==> config.mk <==
export PLATFORM = sky130hd
export DESIGN_NAME = serial_adder_ctrl
export DESIGN_NICKNAME = d
export VERILOG_FILES = /design/src/rtl/serial_adder_ctrl.sv
export SDC_FILE = /design/constraint.sdc
export NUM_CORES = 1
export LEC_CHECK = 0
export BUFFER_PORTS_ARGS = -buffer_cell sky130_fd_sc_hd__buf_2
export CAP_MARGIN = 20
export CORE_MARGIN = 5
export CORE_UTILIZATION = 50
export DETAILED_ROUTE_END_ITERATION = 8
export MAX_ROUTING_LAYER = met4
export PLACE_DENSITY = 0.76
export SKIP_LAST_GASP = 1
export SYNTH_ARGS = -nofsm -noshare
export SYNTH_HDL_FRONTEND = slang
export SYNTH_HIERARCHICAL = 1
export SYNTH_SLANG_ARGS = --single-unit
==> constraint.sdc <==
create_clock -name i_clk -period 1.4 [get_ports i_clk]
set_input_delay 0.07 -clock i_clk [delete_from_list [all_inputs] [get_ports i_clk]]
set_output_delay 0.07 -clock i_clk [all_outputs]
set_load 0.01 [all_outputs]
==> src/rtl/serial_adder_ctrl.sv <==
`default_nettype none
// +----------------------------------------------------------------------------+
// | Module : serial_adder_ctrl (with helper full_adder)                        |
// | Bit-serial adder: one full_adder reused over WIDTH cycles, LSB first.      |
// | Optional signed-overflow output enabled by SERIAL_ADDER_OVERFLOW_EN.       |
// | Revision: 1.0                                                              |
// +----------------------------------------------------------------------------+

module full_adder (
  input  logic i_a,
  input  logic i_b,
  input  logic i_cin,
  output logic o_sum,
  output logic o_cout
);
  logic w_p;

  assign w_p    = i_a ^ i_b;
  assign o_sum  = w_p ^ i_cin;
  assign o_cout = (i_a & i_b) | (i_cin & w_p);
endmodule

module serial_adder_ctrl #(
  parameter int WIDTH = 8
) (
  input  logic             i_clk,
  input  logic             i_rst_n,
  input  logic             i_start,
  input  logic [WIDTH-1:0] i_a,
  input  logic [WIDTH-1:0] i_b,
  input  logic             i_carry_in,
  output logic             o_busy,
  output logic             o_done,
  output logic [WIDTH-1:0] o_s,
  output logic             o_carry_out
`ifdef SERIAL_ADDER_OVERFLOW_EN
  ,
  output logic             o_overflow
`endif
);

  localparam int c_cnt_w = (WIDTH > 1) ? $clog2(WIDTH) : 1;
  localparam logic [c_cnt_w-1:0] c_cnt_last = c_cnt_w'(WIDTH - 1);

  typedef enum logic [1:0] {
    S_IDLE = 2'd0,
    S_RUN  = 2'd1,
    S_DONE = 2'd2
  } state_t;

  state_t             r_state;
  state_t             w_state_next;
  logic               w_accept;
  logic               w_last;
  logic [WIDTH-1:0]   r_a;
  logic [WIDTH-1:0]   r_b;
  logic [WIDTH-1:0]   r_sum;
  logic               r_carry;
  logic [c_cnt_w-1:0] r_cnt;
  logic               w_sum_bit;
  logic               w_cout;
  logic [WIDTH-1:0]   w_a_shift;
  logic [WIDTH-1:0]   w_b_shift;
  logic [WIDTH-1:0]   w_sum_shift;

  always_ff @(posedge i_clk or negedge i_rst_n) begin
    if (!i_rst_n) begin
      r_state <= S_IDLE;
    end else begin
      r_state <= w_state_next;
    end
  end

  always_comb begin
    w_state_next = r_state;
    w_accept     = 1'b0;
    w_last       = 1'b0;
    o_busy       = 1'b0;
    o_done       = 1'b0;
    case (r_state)
      S_IDLE: begin
        if (i_start) begin
          w_accept     = 1'b1;
          w_state_next = S_RUN;
        end
      end
      S_RUN: begin
        o_busy = 1'b1;
        if (r_cnt == c_cnt_last) begin
          w_last       = 1'b1;
          w_state_next = S_DONE;
        end
      end
      S_DONE: begin
        o_done = 1'b1;
        if (i_start) begin
          w_accept     = 1'b1;
          w_state_next = S_RUN;
        end else begin
          w_state_next = S_IDLE;
        end
      end
      default: w_state_next = S_IDLE;
    endcase
  end

  full_adder u_fa (
    .i_a    (r_a[0]),
    .i_b    (r_b[0]),
    .i_cin  (r_carry),
    .o_sum  (w_sum_bit),
    .o_cout (w_cout)
  );

  // A single-bit datapath has nothing to shift; the sum bit is the whole result.
  generate
    if (WIDTH == 1) begin : g_w1
      assign w_a_shift   = 1'b0;
      assign w_b_shift   = 1'b0;
      assign w_sum_shift = w_sum_bit;
    end else begin : g_wn
      assign w_a_shift   = {1'b0, r_a[WIDTH-1:1]};
      assign w_b_shift   = {1'b0, r_b[WIDTH-1:1]};
      assign w_sum_shift = {w_sum_bit, r_sum[WIDTH-1:1]};
    end
  endgenerate

  always_ff @(posedge i_clk or negedge i_rst_n) begin
    if (!i_rst_n) begin
      r_a         <= '0;
      r_b         <= '0;
      r_sum       <= '0;
      r_carry     <= 1'b0;
      r_cnt       <= '0;
      o_s         <= '0;
      o_carry_out <= 1'b0;
`ifdef SERIAL_ADDER_OVERFLOW_EN
      o_overflow  <= 1'b0;
`endif
    end else if (w_accept) begin
      r_a     <= i_a;
      r_b     <= i_b;
      r_carry <= i_carry_in;
      r_sum   <= '0;
      r_cnt   <= '0;
    end else if (r_state == S_RUN) begin
      r_a     <= w_a_shift;
      r_b     <= w_b_shift;
      r_sum   <= w_sum_shift;
      r_carry <= w_cout;
      r_cnt   <= w_last ? '0 : r_cnt + c_cnt_w'(1);
      if (w_last) begin
        o_s         <= w_sum_shift;
        o_carry_out <= w_cout;
`ifdef SERIAL_ADDER_OVERFLOW_EN
        // r_carry here is the carry into the MSB position.
        o_overflow  <= r_carry ^ w_cout;
`endif
      end
    end
  end

endmodule
`default_nettype wire
==> flow_summary.ini <==
[global_routing]
grtUsageTotal = 0.1517
antenna_found_initial = 0
overflow = 0
first_global_vias = 1334
grt_max_degree = 39
grt_pass1_wl_microns = 6072

[cells_and_area]
nNetsFinal = 211
layout-drive-gt1-share = 0.3777
n_antenna_cell = 0
fin_cells = 236
syn_to_final_growth_pct = 19.27

[clocking]
htree_levels = 2
cts_buffers = 5
cts_tree = yes
cts-root-buf = clkbuf_8
clock_latency_ns = 0.29
cts.sinks = 38
path_clk_slew_ns = 0.07
cts.path.max_buffers = 2

[logic_synthesis]
synth_ff_type = dfrtp_1
synth_top_area_cell = dfrtp_1
ys_seq_elements = 38
synth.most_common_cell = mux2i_1
synth_cells = 144
synthTopCellsByCount = mux2i_1 (47), dfrtp_1 (38), mux2_2 (16)
synth.top_cell.area_share = 0.4897
syn-cell-area_sq_um = 1942
syn_avg_cell_area_sq_um = 13.49
syn-num-nets = 167
synthArstFlopShare = 1.000
seq_area_frac_synth = 0.4897
synth_area_leaders = dfrtp_1 (49%), mux2i_1 (24%), mux2_2 (9.3%), a22o_1 (3.2%), nand3_1 (2.1%)
synth_cell_types = 21
ys_warn_count = 6
synth_edf_count = 0

[detailed_routing]
viasPerCell = 5.458
wl_microns = 3431
vias = 1288
wl_per_cell_microns = 14.54
drtIter0Drc = 52
dr.pass1.iters = 4
drc = 0
antenna_left = 0

[critical_path]
critPathRequiredTime_ns = 1.62
arrival_ns = 1.73
crit_chain = ha_2, ha_4, buf_4, or4bb_1, nand3_1
critPathLaunchType = flip-flop
crit_family = simple AND/OR/NAND/NOR gates
crit_buf_inv = 1
critPathMaxFanout = 4
crit_path_end_kind = flip-flop
cp_slowest_cell = or4bb_1
criticalPathCategory = reg -> reg
slowest_delay_ns = 0.47

[sta]
holdWs_ns = 0.06746
setup_tns_ns = -1.008
fin_crit_ns = 1.508
finalWorstSetupSlack_ns = -0.1079
hold_viol_final = 0
max_freq_ghz = 0.6632
setup_violations = 11
worst-slew-pin-transition_ns = 0.4740
finalMaxSlewViolations = 0
max_slew_margin = 0.6840
fin_skew_ns = 0.002084
period_share = 1.077
grt_setup_unrepaired = true

[power_and_ir_drop]
switching_share = 0.3323
clkPwrFrac = 0.153
power_density_nw_per_um2 = 1942
p_int_mw = 3.004
switching_power_mw = 1.495
max-vdd-ir-drop_mv = 1.066
power_mw = 4.498
pwr-share-comb = 0.425
seqPwrFrac = 0.423
p_leak_nw = 1.196

[die]
fp-row-count = 22
dieWidth_microns = 72.32
core_sq_um = 3716
die_h_microns = 72.32
start_util = 0.5226
dieArea_sq_um = 5230
io_pins = 31

[placed_design]
dp.final_hpwl_microns = 2450
gp_congestion = 0.6756
place_inst = 226
preCtsSetupSlack_ns = -0.1187
io_buffers = 30

[min_path]
hold_class = in -> reg

[outcome]
outcome = complete, but fails checks
violations = setup timing

[job]
maxCapViolCount = 0
==> routing by layer <==
metal | global-route usage | part of all wire | vias up | routed length (microns)
li1 | - | - | 619 | -
met1 | 0.1880 | 0.43 | 635 | 1486
met2 | 0.2315 | 0.50 | 28 | 1702
met3 | 0.04986 | 0.057 | 6 | 194
met4 | 0.05428 | 0.014 | 0 | 47
met5 | - | 0 | - | 0
==> worst register-to-register path, stage by stage, from the launching register on <==
cell and delay, ns:
dfrtp_1 0.39, ha_2 0.21, ha_4 0.17, buf_4 0.13, or4bb_1 0.47, nand3_1 0.08
==> cells by family (layout without fill, tap and decap cells) <==
kind of cell	after synthesis	after routing	synth area share
mux	64	64	0.3408
flops	38	38	0.4897
simple gates	19	19	0.06508
buf+inv	11	55	0.04445
compound gates	9	9	0.03673
fa+ha+maj	3	3	0.02319
==> placed cells by master, fill, tap and decap left out, drive strengths merged <==
cell          n
a22o          7
buf          46
clkbuf        7
dfrtp        38
dlygate4sd3   1
fa            1
ha            2
inv           1
mux2         17
mux2i        47
nand3         8
nand3b        1
nor2          2
nor2b         2
o21ai         2
or3b          3
or4b          1
or4bb         2
==> worst paths after layout <==
check	from	to	slack (ns)	cells past startpoint
setup / recovery	r_cnt[0]	r_cnt[2]	-0.11	5
hold / removal	i_b[4]	r_b[4]	0.07	3
setup reg to reg	r_cnt[0]	r_cnt[2]	-0.11	5
hold reg to reg	o_s[2]	o_s[2]	0.50	1
max in group asynchronous	i_rst_n	r_a[2]	0.71	3
min in group asynchronous	i_rst_n	r_sum[2]	0.35	3
==> power by group through the flow <==
stage	logic, mW	registers (mW)	clock network [mW]
after floorplan	1.35	1.89	0
after global placement	1.80	1.89	0
after detailed placement	1.90	1.92	0
after CTS	1.91	1.91	0.715
after global routing	2.14	1.97	0.758
final	1.91	1.90	0.688
==> registers in the layout, summed over array words and instances (netlist names) <==
name / flops
r_a: 8
o_carry_out: 1
r_state: 2
o_s: 8
r_carry: 1
r_cnt: 3
r_b: 8
r_sum: 7
==> repair_timing <==
| action | in CTS | in global routing |
|---|---|---|
| endpoints found under the setup margin | 13 | 13 |
| buffers inserted | 0 | 2 |
| resized for setup | 1 | 0 |
| hold endpoints to repair | 38 | 0 |
| pin swaps | 3 | 1 |
| hold buffers | 1 | 0 |
| cloned | 0 | 0 |
==> area by class of cell <==
type | instances | area (sq um)
Multi-Input combinational cell | 95 | 919.6
Tap cell | 48 | 60.06
Timing Repair Buffer | 47 | 305.3
Clock buffer | 7 | 76.32
Inverter | 1 | 3.754
Sequential cell | 38 | 950.9
Fill cell | 299 | 1400
==> through the flow <==
stage               utilization  instance area (sq um)
finish                   0.6232                   2316
global route             0.6232                   2316
CTS                      0.6192                   2301
detailed placement       0.5933                   2205
global placement         0.5933                   2205
floorplan                     -                   1951
No activity file was read; power rests on OpenSTA's default activity.
